[src/rtl/fft_twiddle_sequencer.sv]
// Radix-2 DIT FFT twiddle/index sequencer: walks all stages over a synchronous
// twiddle ROM and hands aligned butterfly descriptors to the datapath via a small FIFO.
module fft_twiddle_sequencer #(
    parameter int LOG2N      = 5,
    parameter int ADDR_W     = 5,
    parameter int TW_W       = 16,
    parameter int FIFO_DEPTH = 4,
    parameter int DRAIN_CYC  = 4
) (
    input  logic              clk,
    input  logic              rst_n,
    input  logic              start,
    output logic              busy,
    output logic              done,
    output logic [ADDR_W-1:0] rom_addr,
    input  logic [TW_W-1:0]   rom_data,
    output logic              bf_valid,
    input  logic              bf_ready,
    output logic [TW_W-1:0]   bf_tw,
    output logic [ADDR_W-1:0] bf_top,
    output logic [ADDR_W-1:0] bf_bot,
    output logic [2:0]        bf_stage,
    output logic              bf_last
);

    localparam int BF_W  = LOG2N - 1;
    localparam int CNT_W = $clog2(FIFO_DEPTH + 1);
    localparam int PTR_W = (FIFO_DEPTH > 1) ? $clog2(FIFO_DEPTH) : 1;
    localparam int DRN_W = $clog2(DRAIN_CYC + 1);

    typedef enum logic [1:0] {
        S_IDLE,
        S_RUN,
        S_DRAIN,
        S_DONE
    } state_t;

    typedef struct packed {
        logic [ADDR_W-1:0] top;
        logic [ADDR_W-1:0] bot;
        logic [2:0]        stage;
        logic              last;
    } meta_t;

    typedef struct packed {
        logic [TW_W-1:0] tw;
        meta_t           meta;
    } entry_t;

    state_t            state_q, state_d;
    logic [2:0]        stage_q, stage_d;
    logic [BF_W-1:0]   bfly_q, bfly_d;
    logic [DRN_W-1:0]  drain_q, drain_d;
    logic [ADDR_W-1:0] rom_addr_q, rom_addr_d;

    logic              v1_q, v1_d, v2_q, v2_d;
    meta_t             meta1_q, meta1_d, meta2_q, meta2_d;

    entry_t            mem_q [FIFO_DEPTH];
    entry_t            mem_d [FIFO_DEPTH];
    logic [PTR_W-1:0]  wr_ptr_q, wr_ptr_d, rd_ptr_q, rd_ptr_d;
    logic [CNT_W-1:0]  count_q, count_d;

    logic [2:0]        iss_stage;
    logic [BF_W-1:0]   iss_b;
    logic [ADDR_W-1:0] pow, mask, k, iss_addr, iss_top;
    meta_t             iss_meta;
    logic              credit_ok, empty_all, drain_end, more_stages, issue;
    logic              wr, pop;
    entry_t            head;

    function automatic logic [PTR_W-1:0] ptr_inc(input logic [PTR_W-1:0] p);
        return (p == PTR_W'(FIFO_DEPTH - 1)) ? '0 : p + PTR_W'(1);
    endfunction

    // The last drain cycle issues butterfly 0 of the next stage directly, so the
    // issue side looks one stage ahead while in DRAIN.
    always_comb begin
        iss_stage = stage_q;
        iss_b     = bfly_q;
        if (state_q == S_DRAIN) begin
            iss_stage = stage_q + 3'd1;
            iss_b     = '0;
        end
        pow            = ADDR_W'(1) << iss_stage;
        mask           = pow - ADDR_W'(1);
        k              = ADDR_W'(iss_b) & mask;
        iss_addr       = mask + k;
        iss_top        = ((ADDR_W'(iss_b) >> iss_stage) << (iss_stage + 3'd1)) | k;
        iss_meta.top   = iss_top;
        iss_meta.bot   = iss_top + pow;
        iss_meta.stage = iss_stage;
        iss_meta.last  = (iss_b == '1);
    end

    always_comb begin
        credit_ok   = (({1'b0, count_q} + (CNT_W+1)'(v1_q) + (CNT_W+1)'(v2_q))
                       < (CNT_W+1)'(FIFO_DEPTH));
        empty_all   = (count_q == '0) && !v1_q && !v2_q;
        drain_end   = (state_q == S_DRAIN) && empty_all && (drain_q == DRN_W'(DRAIN_CYC - 1));
        more_stages = (stage_q < 3'(LOG2N - 1));
        issue       = ((state_q == S_RUN) && credit_ok) || (drain_end && more_stages);
    end

    always_comb begin
        state_d = state_q;
        stage_d = stage_q;
        bfly_d  = bfly_q;
        drain_d = drain_q;
        case (state_q)
            S_IDLE: begin
                if (start) begin
                    state_d = S_RUN;
                    stage_d = '0;
                    bfly_d  = '0;
                    drain_d = '0;
                end
            end
            S_RUN: begin
                if (issue) begin
                    bfly_d = bfly_q + BF_W'(1);
                    if (bfly_q == '1) begin
                        state_d = S_DRAIN;
                        drain_d = '0;
                    end
                end
            end
            S_DRAIN: begin
                if (!empty_all) begin
                    drain_d = '0;
                end else if (drain_end) begin
                    drain_d = '0;
                    if (more_stages) begin
                        stage_d = stage_q + 3'd1;
                        bfly_d  = BF_W'(1);
                        state_d = S_RUN;
                    end else begin
                        state_d = S_DONE;
                    end
                end else begin
                    drain_d = drain_q + DRN_W'(1);
                end
            end
            S_DONE: state_d = S_IDLE;
            default: state_d = S_IDLE;
        endcase
    end

    always_comb begin
        rom_addr_d = issue ? iss_addr : rom_addr_q;
        v1_d       = issue;
        meta1_d    = issue ? iss_meta : meta1_q;
        v2_d       = v1_q;
        meta2_d    = meta1_q;
    end

    always_comb begin
        wr       = v2_q;
        pop      = (count_q != '0) && bf_ready;
        mem_d    = mem_q;
        wr_ptr_d = wr_ptr_q;
        rd_ptr_d = rd_ptr_q;
        count_d  = count_q;
        if (wr) begin
            mem_d[wr_ptr_q] = '{tw: rom_data, meta: meta2_q};
            wr_ptr_d        = ptr_inc(wr_ptr_q);
        end
        if (pop) begin
            rd_ptr_d = ptr_inc(rd_ptr_q);
        end
        case ({wr, pop})
            2'b10:   count_d = count_q + CNT_W'(1);
            2'b01:   count_d = count_q - CNT_W'(1);
            default: count_d = count_q;
        endcase
    end

    always_ff @(posedge clk or negedge rst_n) begin
        if (!rst_n) begin
            state_q    <= S_IDLE;
            stage_q    <= '0;
            bfly_q     <= '0;
            drain_q    <= '0;
            rom_addr_q <= '0;
            v1_q       <= 1'b0;
            v2_q       <= 1'b0;
            meta1_q    <= '0;
            meta2_q    <= '0;
            wr_ptr_q   <= '0;
            rd_ptr_q   <= '0;
            count_q    <= '0;
            for (int unsigned i = 0; i < FIFO_DEPTH; i++) begin
                mem_q[i] <= '0;
            end
        end else begin
            state_q    <= state_d;
            stage_q    <= stage_d;
            bfly_q     <= bfly_d;
            drain_q    <= drain_d;
            rom_addr_q <= rom_addr_d;
            v1_q       <= v1_d;
            v2_q       <= v2_d;
            meta1_q    <= meta1_d;
            meta2_q    <= meta2_d;
            wr_ptr_q   <= wr_ptr_d;
            rd_ptr_q   <= rd_ptr_d;
            count_q    <= count_d;
            for (int unsigned i = 0; i < FIFO_DEPTH; i++) begin
                mem_q[i] <= mem_d[i];
            end
        end
    end

    always_comb begin
        head     = mem_q[rd_ptr_q];
        busy     = (state_q == S_RUN) || (state_q == S_DRAIN);
        done     = (state_q == S_DONE);
        rom_addr = rom_addr_q;
        bf_valid = (count_q != '0);
        bf_tw    = bf_valid ? head.tw         : '0;
        bf_top   = bf_valid ? head.meta.top   : '0;
        bf_bot   = bf_valid ? head.meta.bot   : '0;
        bf_stage = bf_valid ? head.meta.stage : '0;
        bf_last  = bf_valid ? head.meta.last  : 1'b0;
    end

endmodule

[config.mk]
export PLATFORM = sky130hd
export DESIGN_NAME = fft_twiddle_sequencer
export DESIGN_NICKNAME = d
export VERILOG_FILES = /design/src/rtl/fft_twiddle_sequencer.sv
export SDC_FILE = /design/constraint.sdc
export NUM_CORES = 1
export LEC_CHECK = 0
export CORE_MARGIN = 3
export CORE_UTILIZATION = 25
export DETAILED_ROUTE_END_ITERATION = 6
export HOLD_SLACK_MARGIN = 0.08
export PLACE_DENSITY = 0.52
export SLEW_MARGIN = 10
export SYNTH_ARGS = -nofsm -noshare
export SYNTH_HDL_FRONTEND = slang
export SYNTH_SLANG_ARGS = --single-unit
[constraint.sdc]
create_clock -name clk -period 3.8 [get_ports clk]
set_clock_uncertainty 0.2 [all_clocks]
set_input_delay 0.38 -clock clk [delete_from_list [all_inputs] [get_ports clk]]
set_output_delay 0.38 -clock clk [all_outputs]
set_load 0.02 [all_outputs]
==> flow_metrics.py <==
metrics = {
    "sta": {
        "number_of_endpoints_failing_setup_at_the_final_stage": 0,
        "post-route-period-util_pct": 94.3,
        "final_hold_viols": 0,
        "relSlewSlack_pct": 47.8,
        "fin_setup_tns_ps": 0,
        "finalHoldWorstSlack_ps": 169,
        "finalWorstPathRequiredPeriod_ps": 3590,
        "maxSlewViolCount": 0,
        "tightest_slew_ps": 783,
        "max_clock_freq_mhz": 279,
        "worst_setup_margin_ps": 215,
    },
    "synth": {
        "summed_instance_area_of_the_synthesized_netlist_sq_mm": 0.00836,
        "syn-mean-instance-area_sq_um": 13.1,
        "ys_types": 52,
        "seq_area_frac_synth_pct": 52.1,
        "register_bit_count_reported_by_yosys": 174,
        "synth.top_cells.by_area": "dfrtp_1, mux2_2, mux4_2, ha_1, nor2b_1",
        "post_synth_inst_count": 640,
        "synthArstFlopShare_pct": 100,
        "synth.net_count": 688,
        "synth_largest_type_area_fraction_pct": 52.1,
        "synthesis.yosys.warnings": 0,
        "number_of_flops_mapped_to_enable_cells_by_yosys": 0,
        "yosysTopAreaCell": "dfrtp_1",
        "ys_dominant_reg_cell": "dfrtp_1",
    },
    "global_routing": {
        "largest_net_degree_at_the_start_of_global_routing": 80,
        "globalRouteTotalUtil_pct": 10.5,
        "grt_antenna_before_repair": 0,
        "globalRouteOverflowTotal": 0,
        "first_global_vias": 5425,
        "global_route_wire_length_before_repair_mm": 29.7,
    },
    "critical_path": {
        "cp_cell_sequence": "inv_2 > ha_4 > mux2i_4 > buf_4 > ha_1 > nand2_1 > ha_1 > inv_1 > and3_1 > o21bai_2 > fa_1 > inv_1 > a21boi_1 > o2bb2ai_1 > xnor2_1 > o21ai_0",
        "timing.critical_path.slowest_stage_cell": "fa_1",
        "path_class": "reg2reg",
        "rr_endpoint": "meta1_q[8]",
        "critical_path.endpoint_type": "register",
        "reg2regPathDepth": 16,
        "path_max_fanout": 7,
        "critical_path_required_ps": 3900,
        "worst_path_largest_cell_delay_ps": 450,
        "crit_path_start_kind": "register",
        "crit-reg2reg-launch": "state_q[0]",
        "arrival_ps": 3680,
        "ff2ff_setup_slack_ps": 210,
    },
    "layout": {
        "layout.core_utilization_pct": 31.0,
        "finish.instance_area_sq_mm": 0.0102,
        "num_antenna_cells": 0,
        "area_growth_syn_to_layout_pct": 21.5,
        "post_route_cells_drive_above_1_share_pct": 30.9,
        "final_nets": 754,
        "final-instance-count-excl-fill": 1160,
    },
    "hold_path": {
        "hold_start": "meta1_q[6]",
        "hold_path_depth": 0,
        "worstHoldEndpoint": "meta2_q[6]",
        "worstHoldPathType": "reg2reg",
    },
    "placed_design": {
        "post-place-cells": 1123,
        "placed_cell_area_sq_mm": 0.00950,
        "dp_hpwl_mm": 11.4,
        "place_congestion": 0.798,
        "detailedPlace.worstSlack_ps": -56.8,
        "buffer_ports.inserted": 57,
    },
    "pwr": {
        "total_power_mw": 9.11,
        "power_per_cell_area_mw_per_mm2": 896,
        "cellLeakagePower_nw": 4.44,
        "vdd_drop_max_mv": 0.280,
    },
    "outcome": {
        "outcome": "complete, no violations",
    },
    "cts": {
        "numCtsBuffers": 17,
        "number_of_clock_sinks": 174,
        "cts_max_path_buffers": 2,
        "cts-root-buf": "clkbuf_16",
        "cts_tree": "yes",
        "clock_tree.htree_level_count": 4,
        "worst_skew_pair.late_latency_ps": 430,
        "cts.reportedPaths.clkPinSlew_ps": 70,
    },
    "flow_run": {
        "timing.max_cap.violations": 0,
    },
    "route": {
        "routed_wire_length_per_instance_um": 15.4,
        "drt_pre_antenna_iters": 4,
        "detail_route.vias_per_cell": 4.39,
        "detailed_route_drc_error_count": 0,
        "drt.antenna.violating_nets": 0,
        "drt_wl_total_mm": 17.9,
        "detailroute.via_count": 5090,
        "dr.first_iter.drc_count": 256,
    },
    "die": {
        "die_area_sq_mm": 0.0357,
        "core_footprint_sq_mm": 0.0328,
        "rows": 66,
        "chipHeight_um": 189,
        "floorplan.io_pins": 58,
        "floorplan.initialDensity_pct": 25.5,
        "die_x_um": 189,
    },
}
final cells by class:
class / instances / area, sq um
Timing Repair Buffer: 82 / 800
Clock buffer: 19 / 443
Multi-Input combinational cell: 405 / 3780
Sequential cell: 174 / 4360
Fill cell: 3342 / 22600
Inverter: 26 / 97.6
Clock inverter: 12 / 134
Tap cell: 442 / 553
routing by layer:
| metal | up-vias | track usage (%) | wire length (um) | part of all wire [%] |
|---|---|---|---|---|
| li1 | 2393 | - | - | - |
| met1 | 2615 | 13.8 | 8470 | 47 |
| met2 | 63 | 17.3 | 8670 | 48 |
| met3 | 19 | 2.33 | 504 | 2.8 |
| met4 | 0 | 3.52 | 275 | 1.5 |
| met5 | - | 0 | 0 | 0 |
flip-flops by register name, summed over array words and instances (netlist names):
signal / cells
bfly_q: 4
mem_q: 120
drain_q: 3
rd_ptr_q: 2
wr_ptr_q: 2
stage_q: 3
rom_addr: 5
count_q: 3
v2_q: 1
v1_q: 1
meta1_q: 14
meta2_q: 14
state_q: 2
how the worst max path moves through the flow:
stage                from    endpoint  depth (start not counted)
2_1_floorplan  state_q[0]  meta1_q[8]                         17
3_3_place_gp   state_q[0]  meta1_q[8]                         16
3_5_place_dp   state_q[0]  meta1_q[8]                         16
4_1_cts        state_q[0]  meta1_q[8]                         16
5_1_grt        state_q[0]  meta1_q[8]                         16
6_report       state_q[0]  meta1_q[8]                         16
logic make-up after synthesis:
logic type | count (synthesis) | share of synthesized area [%]
AO/OA/AOI/OAI | 71 | 5.42
XOR/XNOR | 13 | 1.36
adder cells (fa/ha/maj) | 29 | 4.49
buffers and inverters | 61 | 3.17
flip-flops | 174 | 52.1
multiplexers | 157 | 25.1
AND/OR/NAND/NOR | 135 | 8.39
cells in the final DEF, fill, tap and decap left out, drive strengths merged, types with 25 or more instances in the layout:
master / n
mux2: 123
inv: 30
nor2b: 37
ha: 26
mux4: 30
clkdlybuf4s50: 56
nor2: 30
dfrtp: 174
nand2: 41
buf: 25
timing repair:
item | in CTS | in global routing
hold endpoints to repair | 76 | 0
pin swaps | 0 | 2
hold buffers | 1 | 0
buffers inserted | 0 | 5
gates resized for setup | 2 | 8
setup endpoints to repair | 2 | 3
Yosys cell counts, types with 3 or more instances:
cell type    n
dfrtp_1    174
mux2_2     123
nand2_1     41
nor2b_1     37
mux4_2      30
nor2_1      30
ha_1        26
inv_1       26
clkbuf_1    23
a21oi_1     21
o21ai_0     20
xnor2_1      7
xor2_1       6
a22o_1       5
buf_2        5
nor3_1       5
o31ai_1      5
mux2i_1      4
nand2b_1     4
a21o_1       3
a31oi_1      3
nand3_1      3
worst max-delay path, delay by kind of cell, from the launching register on:
kind / cells / cell delay, ps
adders and majority gates: 4 / 1180
AOI/OAI and AO/OA: 4 / 550
buffers and inverters: 4 / 410
DFF: 1 / 410
and+or+nand+nor: 2 / 280
muxes: 1 / 270
xor gates and xnor gates: 1 / 130
power breakdown:
group	total [mW]	switching, mW	internal, mW
combinational	4.24	2.01	2.24
clock	1.74	0.748	0.989
sequential	3.13	0.496	2.63
No activity file was read; power rests on OpenSTA's default activity.
